File: src/rtl/delay_pkg.sv
`default_nettype none
// +----------------------------------------------------------------------+
// | Module   : delay_pkg                                                 |
// | Brief    : Mode and state encodings shared by the delay timer.       |
// | Revision : 1.0                                                       |
// +----------------------------------------------------------------------+
package delay_pkg;

  localparam logic [1:0] MODE_HOLD     = 2'd0;
  localparam logic [1:0] MODE_PULSE    = 2'd1;
  localparam logic [1:0] MODE_PERIODIC = 2'd2;
  localparam logic [1:0] MODE_RETRIG   = 2'd3;

  localparam int STATE_W = 2;

  localparam logic [STATE_W-1:0] S_IDLE     = 2'd0;
  localparam logic [STATE_W-1:0] S_COUNT    = 2'd1;
  localparam logic [STATE_W-1:0] S_WAIT_LOW = 2'd2;

endpackage
`default_nettype wire

File: src/rtl/edge_detect.sv
`default_nettype none
// +----------------------------------------------------------------------+
// | Module   : edge_detect                                               |
// | Brief    : Rising-edge detector against a registered previous value. |
// | Revision : 1.0                                                       |
// +----------------------------------------------------------------------+
module edge_detect (
  input  logic clk,
  input  logic rst,
  input  logic d_i,
  output logic rise_o
);

  logic prev_q;

  always_ff @(posedge clk) begin
    if (rst) prev_q <= 1'b0;
    else     prev_q <= d_i;
  end

  assign rise_o = d_i & ~prev_q;

endmodule
`default_nettype wire

File: src/rtl/delay_timer.sv
`default_nettype none
// +----------------------------------------------------------------------+
// | Module   : delay_timer                                               |
// | Brief    : Counts N enabled ticks after a trigger, then expires in   |
// |            one of four modes (hold, pulse, periodic, retrigger).     |
// | Revision : 1.0                                                       |
// +----------------------------------------------------------------------+
module delay_timer
  import delay_pkg::*;
#(
  parameter int WIDTH = 14
) (
  input  logic             clk,
  input  logic             rst,
  input  logic [WIDTH-1:0] N,
  input  logic [1:0]       mode,
  input  logic             tick,
  input  logic             trigger,
  input  logic             abort,
  output logic             time_out,
  output logic             busy,
  output logic [WIDTH-1:0] count
);

  localparam logic [WIDTH-1:0] CNT_ONE = WIDTH'(1);

  logic [STATE_W-1:0] state_q, state_d;
  logic [WIDTH-1:0]   count_q, count_d;
  logic [WIDTH-1:0]   n_eff_q, n_eff_d, n_eff_in;
  logic [1:0]         mode_q, mode_d;
  logic               time_out_q, time_out_d;
  logic               armed_q, armed_d;
  logic               trig_rise, start, restart, expire;

  edge_detect u_edge (
    .clk    (clk),
    .rst    (rst),
    .d_i    (trigger),
    .rise_o (trig_rise)
  );

  assign n_eff_in = (N == '0) ? CNT_ONE : N;
  assign start    = (state_q == S_IDLE) && trigger && armed_q;
  assign restart  = (state_q == S_COUNT) && (mode_q == MODE_RETRIG) && trig_rise;
  // A retrigger edge suppresses expiry in the same cycle.
  assign expire   = (state_q == S_COUNT) && tick && !restart &&
                    (count_q == n_eff_q - CNT_ONE);

  always_ff @(posedge clk) begin
    if (rst) state_q <= S_IDLE;
    else     state_q <= state_d;
  end

  always_comb begin
    state_d = state_q;
    if (abort) begin
      state_d = S_IDLE;
    end else begin
      case (state_q)
        S_IDLE:     if (start) state_d = S_COUNT;
        S_COUNT: begin
          if (expire) begin
            if (mode_q == MODE_PERIODIC) state_d = trigger ? S_COUNT : S_IDLE;
            else                         state_d = S_WAIT_LOW;
          end
        end
        S_WAIT_LOW: if (!trigger) state_d = S_IDLE;
        default:    state_d = S_IDLE;
      endcase
    end
  end

  always_comb begin
    count_d    = count_q;
    time_out_d = 1'b0;
    n_eff_d    = n_eff_q;
    mode_d     = mode_q;
    armed_d    = armed_q;
    // After an abort a held trigger must drop before another run may start.
    if (abort) begin
      count_d = '0;
      armed_d = 1'b0;
    end else begin
      case (state_q)
        S_IDLE: begin
          count_d = '0;
          if (!trigger) armed_d = 1'b1;
          if (start) begin
            n_eff_d = n_eff_in;
            mode_d  = mode;
          end
        end
        S_COUNT: begin
          if (restart) begin
            count_d = '0;
            n_eff_d = n_eff_in;
          end else if (expire) begin
            time_out_d = 1'b1;
            if (mode_q == MODE_PERIODIC) count_d = '0;
          end else if (tick) begin
            count_d = count_q + CNT_ONE;
          end
        end
        S_WAIT_LOW: begin
          if (trigger) time_out_d = (mode_q == MODE_HOLD) && time_out_q;
          else         count_d    = '0;
        end
        default: count_d = '0;
      endcase
    end
  end

  always_ff @(posedge clk) begin
    if (rst) begin
      count_q    <= '0;
      time_out_q <= 1'b0;
      n_eff_q    <= '0;
      mode_q     <= 2'd0;
      armed_q    <= 1'b1;
    end else begin
      count_q    <= count_d;
      time_out_q <= time_out_d;
      n_eff_q    <= n_eff_d;
      mode_q     <= mode_d;
      armed_q    <= armed_d;
    end
  end

  assign time_out = time_out_q;
  assign busy     = (state_q == S_COUNT);
  assign count    = count_q;

endmodule
`default_nettype wire
File: config.mk
export PLATFORM = sky130hd
export DESIGN_NAME = delay_timer
export DESIGN_NICKNAME = d
export VERILOG_FILES = /design/src/rtl/delay_pkg.sv /design/src/rtl/edge_detect.sv /design/src/rtl/delay_timer.sv
export SDC_FILE = /design/constraint.sdc
export NUM_CORES = 1
export LEC_CHECK = 0
export ABC_AREA = 1
export BUFFER_PORTS_ARGS = -buffer_cell sky130_fd_sc_hd__buf_2
export CAP_MARGIN = 0
export CORE_MARGIN = 8
export CORE_UTILIZATION = 55
export CTS_CLUSTER_DIAMETER = 120
export DETAILED_ROUTE_END_ITERATION = 6
export MAX_ROUTING_LAYER = met4
export PLACE_DENSITY = 0.83
export SYNTH_ARGS = -nofsm -noshare
export SYNTH_HDL_FRONTEND = slang
export SYNTH_HIERARCHICAL = 1
export SYNTH_SLANG_ARGS = --single-unit
File: constraint.sdc
create_clock -name clk -period 2.26 [get_ports clk]
set_clock_uncertainty 0.05 [all_clocks]
set_input_delay 0.226 -clock clk [delete_from_list [all_inputs] [get_ports clk]]
set_output_delay 0.226 -clock clk [all_outputs]
set_load 0.02 [all_outputs]
==> report_table.html <==
<table>
<tr><th>Metric</th><th>Value</th></tr>
<tr><th colspan="2">Status</th></tr>
<tr><td>Status</td><td>complete, no violations</td></tr>
<tr><th colspan="2">Floorplan</th></tr>
<tr><td>Die ar.</td><td>6800 sq um</td></tr>
<tr><td>Site row count</td><td>24</td></tr>
<tr><td>Core box area</td><td>4290 sq um</td></tr>
<tr><td>Floorplan die height</td><td>82.5 microns</td></tr>
<tr><td>Top-level port count</td><td>37</td></tr>
<tr><td>Starting Density</td><td>56.6%</td></tr>
<tr><td>X dimension of the die</td><td>82.5 microns</td></tr>
<tr><th colspan="2">Logic synthesis</th></tr>
<tr><td>Number of synthesized register bits</td><td>35</td></tr>
<tr><td>EDFF count, synth</td><td>0</td></tr>
<tr><td>Number of distinct library cells after synthesis</td><td>30</td></tr>
<tr><td>Avg Synthesized Cell Area</td><td>6.06 sq um</td></tr>
<tr><td>Post-synth design cell area</td><td>2430 sq um</td></tr>
<tr><td>Sequential share of the synthesized area</td><td>28.9%</td></tr>
<tr><td>Commonest register cell after synthesis</td><td>sky130_fd_sc_hd__dfxtp_1</td></tr>
<tr><td>Number of warnings reported in the yosys synthesis log</td><td>6</td></tr>
<tr><td>Synthesized netlist cell count</td><td>401</td></tr>
<tr><td>Synthesized netlist net count</td><td>427</td></tr>
<tr><td>Fraction of registers with async set or reset after synthesis</td><td>0%</td></tr>
<tr><th colspan="2">Drt</th></tr>
<tr><td>Met2 layer wire length in the routed design</td><td>3120 microns</td></tr>
<tr><td>Top layer used by detailed routing</td><td>met4</td></tr>
<tr><td>Initial drt markers</td><td>117</td></tr>
<tr><td>Residual antenna-violating net count after detailed routing</td><td>0</td></tr>
<tr><td>Routed length per placed instance</td><td>12.1 microns</td></tr>
<tr><td>Drt first pass iters</td><td>4</td></tr>
<tr><td>Post-route met1 wirelength</td><td>2670 microns</td></tr>
<tr><td>Post-detailed-routing wire length</td><td>6080 microns</td></tr>
<tr><td>Routed vias</td><td>2528</td></tr>
<tr><td>Met3 wire length</td><td>225 microns</td></tr>
<tr><td>DRC violation count after routing</td><td>0</td></tr>
<tr><td>Drt via density</td><td>5.02</td></tr>
<tr><th colspan="2">Final layout</th></tr>
<tr><td>Filler cell count in the final layout</td><td>403</td></tr>
<tr><td>Post-Layout Inst Area</td><td>2850 sq um</td></tr>
<tr><td>Most frequent standard cell in the layout excluding fill and tap cells</td><td>sky130_fd_sc_hd__nand2_1</td></tr>
<tr><td>Register cell area after layout</td><td>702 sq um</td></tr>
<tr><td>Ratio of cells with drive above 1 in the final layout</td><td>18.8%</td></tr>
<tr><td>Post-layout util</td><td>66.4%</td></tr>
<tr><td>Fin nets</td><td>477</td></tr>
<tr><td>Area of the multi-input gates</td><td>1520 sq um</td></tr>
<tr><td>Layout-stage area growth over the synthesis result</td><td>17.4%</td></tr>
<tr><td>Commonest non-fill, non-tap cells in the layout</td><td>125 x sky130_fd_sc_hd__nand2_1, 64 x sky130_fd_sc_hd__nor2_1, 50 x sky130_fd_sc_hd__inv_1</td></tr>
<tr><td>Antenna diode count</td><td>0</td></tr>
<tr><th colspan="2">Timing</th></tr>
<tr><td>Worst relative slew slack</td><td>74.3%</td></tr>
<tr><td>Setup-failing EPs final</td><td>0</td></tr>
<tr><td>Maximum clock frequency</td><td>484 MHz</td></tr>
<tr><td>Worst-margin pin slew</td><td>385 ps</td></tr>
<tr><td>Time the worst path needs with I/O delays and setup</td><td>2060 ps</td></tr>
<tr><td>Setup repair after global routing missed its margin</td><td>false</td></tr>
<tr><td>Final clock period utilization by the worst path</td><td>91.4%</td></tr>
<tr><td>Number of max-slew violations in the final report</td><td>0</td></tr>
<tr><td>Final Hold Viols</td><td>0</td></tr>
<tr><td>Total negative slack</td><td>0 ps</td></tr>
<tr><th colspan="2">Global routing</th></tr>
<tr><td>Overall fraction of global-route tracks in use</td><td>20.1%</td></tr>
<tr><td>First-pass GRT wire length</td><td>10500 microns</td></tr>
<tr><td>Number of global-route vias before repair</td><td>2520</td></tr>
<tr><td>Antenna violations before repair</td><td>0</td></tr>
<tr><td>Largest net degree at the start of global routing</td><td>20</td></tr>
<tr><td>Overflow left after global routing</td><td>0</td></tr>
<tr><th colspan="2">Power and ir drop</th></tr>
<tr><td>Power per standard cell area</td><td>591 nW/um^2</td></tr>
<tr><td>Switching Fraction</td><td>36.3%</td></tr>
<tr><td>LEAKAGE</td><td>1.47 nW</td></tr>
<tr><td>Register share of total power</td><td>41.4%</td></tr>
<tr><td>Relative contribution of combinational cells to total power</td><td>32.5%</td></tr>
<tr><td>Peak supply drop</td><td>0.447 mV</td></tr>
<tr><td>Portion of total power attributed to the clock network</td><td>26.1%</td></tr>
<tr><td>Internal power</td><td>0.00107 W</td></tr>
<tr><td>Net Sw Power</td><td>0.000612 W</td></tr>
<tr><th colspan="2">CTS</th></tr>
<tr><td>Clock net sink count</td><td>35</td></tr>
<tr><td>H-tree depth</td><td>2</td></tr>
<tr><td>TritonCTS clock tree</td><td>built</td></tr>
<tr><td>Clock latency at the later pin of the worst-skew pair</td><td>290 ps</td></tr>
<tr><td>Root buffer cell</td><td>sky130_fd_sc_hd__clkbuf_8</td></tr>
<tr><td>Clock-pin slew on the worst setup and hold paths</td><td>70 ps</td></tr>
<tr><td>Number of clock buffers inserted by TritonCTS</td><td>5</td></tr>
<tr><td>Largest buffer count on any clock path</td><td>2</td></tr>
<tr><th colspan="2">Worst hold path</th></tr>
<tr><td>Worst Hold Class</td><td>primary input to register</td></tr>
<tr><th colspan="2">Setup path</th></tr>
<tr><td>Type of the setup path with the least slack</td><td>register to register</td></tr>
<tr><td>Most common cell on crit path</td><td>sky130_fd_sc_hd__nand2_1</td></tr>
<tr><td>Data arrival time of the critical path</td><td>2200 ps</td></tr>
<tr><td>Worst-path fanout max</td><td>5</td></tr>
<tr><td>Kind of end point of the critical path</td><td>register</td></tr>
<tr><td>Type of element launching the critical path</td><td>register</td></tr>
<tr><td>Slowest cell on the critical path</td><td>sky130_fd_sc_hd__dfxtp_1</td></tr>
<tr><td>Largest incremental delay on the critical path</td><td>330 ps</td></tr>
<tr><td>Chain of cells forming the critical path</td><td>inv_2 &gt; ha_4 &gt; nand3_2 &gt; nor2_4 &gt; nand2_1 &gt; nand2_1 &gt; nand2_1 &gt; nand2_1 &gt; nor2_1 &gt; nand2_2 &gt; nor2_8 &gt; buf_4 &gt; o21bai_1 &gt; nand2_1 &gt; nand2_1 &gt; nor2_1</td></tr>
<tr><td>Required time reported for the critical path endpoint</td><td>2390 ps</td></tr>
<tr><th colspan="2">Place</th></tr>
<tr><td>Placed Area</td><td>2730 sq um</td></tr>
<tr><td>Weighted congestion reported at the end of routability-driven placement</td><td>0.894</td></tr>
<tr><td>Port buffer count</td><td>36</td></tr>
<tr><td>Total half-perimeter wirelength after legalization and detailed placement</td><td>4750 microns</td></tr>
<tr><th colspan="2">Job</th></tr>
<tr><td># Max-Cap Violations</td><td>0</td></tr>
</table>
[path summary, 6_finish.rpt]
path | cells past startpoint | end | start | slack [ps]
hold / removal | 2 | time_out | abort | 110
setup reg to reg | 16 | state_q[1] | n_eff_q[0] | 200
setup / recovery | 16 | state_q[1] | n_eff_q[0] | 200
hold reg to reg | 2 | n_eff_q[1] | n_eff_q[1] | 440
[synth_stat cells, types with 2 or more instances]
master	count	area share (%)
sky130_fd_sc_hd__a21oi_1	16	3.3
sky130_fd_sc_hd__clkbuf_1	4	0.62
sky130_fd_sc_hd__dfxtp_1	35	29
sky130_fd_sc_hd__ha_1	5	2.6
sky130_fd_sc_hd__inv_1	52	8.0
sky130_fd_sc_hd__inv_2	4	0.62
sky130_fd_sc_hd__nand2_1	125	19
sky130_fd_sc_hd__nand2_2	6	1.5
sky130_fd_sc_hd__nand3_1	11	2.3
sky130_fd_sc_hd__nand3b_1	3	0.93
sky130_fd_sc_hd__nand4_1	6	1.5
sky130_fd_sc_hd__nor2_1	65	10
sky130_fd_sc_hd__nor2_2	4	1.0
sky130_fd_sc_hd__nor2_4	4	1.9
sky130_fd_sc_hd__nor3_1	13	2.7
sky130_fd_sc_hd__nor4_1	3	0.77
sky130_fd_sc_hd__o21ai_0	17	3.5
sky130_fd_sc_hd__o21ai_1	2	0.41
sky130_fd_sc_hd__xnor2_1	3	1.1
sky130_fd_sc_hd__xor2_1	13	4.7
[worst max-delay path: cells and delay by family (launching register included)]
| family | cells | cell delay, ps |
|---|---|---|
| adder cells (fa/ha/maj) | 1 | 160 |
| AND/OR/NAND/NOR | 12 | 960 |
| flip-flops | 1 | 330 |
| buffers and inverters | 2 | 230 |
| AO/OA/AOI/OAI | 1 | 240 |
[metrics by stage]
step	hold WS (ps)	power (W)	cells	setup slack, ps
floorplan	248	0.00111	401	138
CTS	108	0.00167	503	60.2
detailed placement	406	0.00124	495	84.6
finish	112	0.00168	504	195
global placement	402	0.00122	495	199
global route	107	0.00180	504	2.23
[kinds of logic (layout without fill, tap and decap cells)]
family | after synthesis | after routing | share of synthesized area, %
XOR/XNOR | 16 | 16 | 5.77
flip-flops | 35 | 35 | 28.9
AO/OA/AOI/OAI | 38 | 38 | 8.14
AND/OR/NAND/NOR | 246 | 246 | 44.9
adder cells (fa/ha/maj) | 5 | 5 | 2.58
buffers and inverters | 61 | 112 | 9.74
[what timing repair did]
action	in CTS	in global routing
hold buffers	0	0
setup buffers	0	1
resized for setup	0	9
setup endpoints to repair	0	16
[power groups by stage]
stage / clock, W / combinational (W) / sequential [W]
after floorplan: 0 / 0.000400 / 0.000709
after global routing: 0.000478 / 0.000621 / 0.000703
final: 0.000440 / 0.000547 / 0.000697
after detailed placement: 0 / 0.000526 / 0.000710
after global placement: 0 / 0.000511 / 0.000709
after CTS: 0.000442 / 0.000530 / 0.000696
[cell type report]
cell class	instances	share of cell area, %
clock buffer	7	2.68
clock inverter	1	0.176
inverter	56	7.37
multi-input combinational	305	53.4
sequential	35	24.6
tap	52	2.28
timing repair buffer	48	9.48
[flip-flops by register name, indices dropped and copies added, names as in the netlist]
| signal | flops |
|---|---|
| count | 14 |
| time_out | 1 |
| mode_q | 2 |
| u_edge/prev_q | 1 |
| state_q | 2 |
| armed_q | 1 |
| n_eff_q | 14 |
[layer usage]
metal / global-route usage, % / vias to the layer above
li1: - / 1343
met1: 21.3 / 1135
met2: 36.3 / 43
met3: 3.79 / 7
met4: 7.19 / 0
met5: - / -
Note: power is estimated with default switching activity, not from simulation.
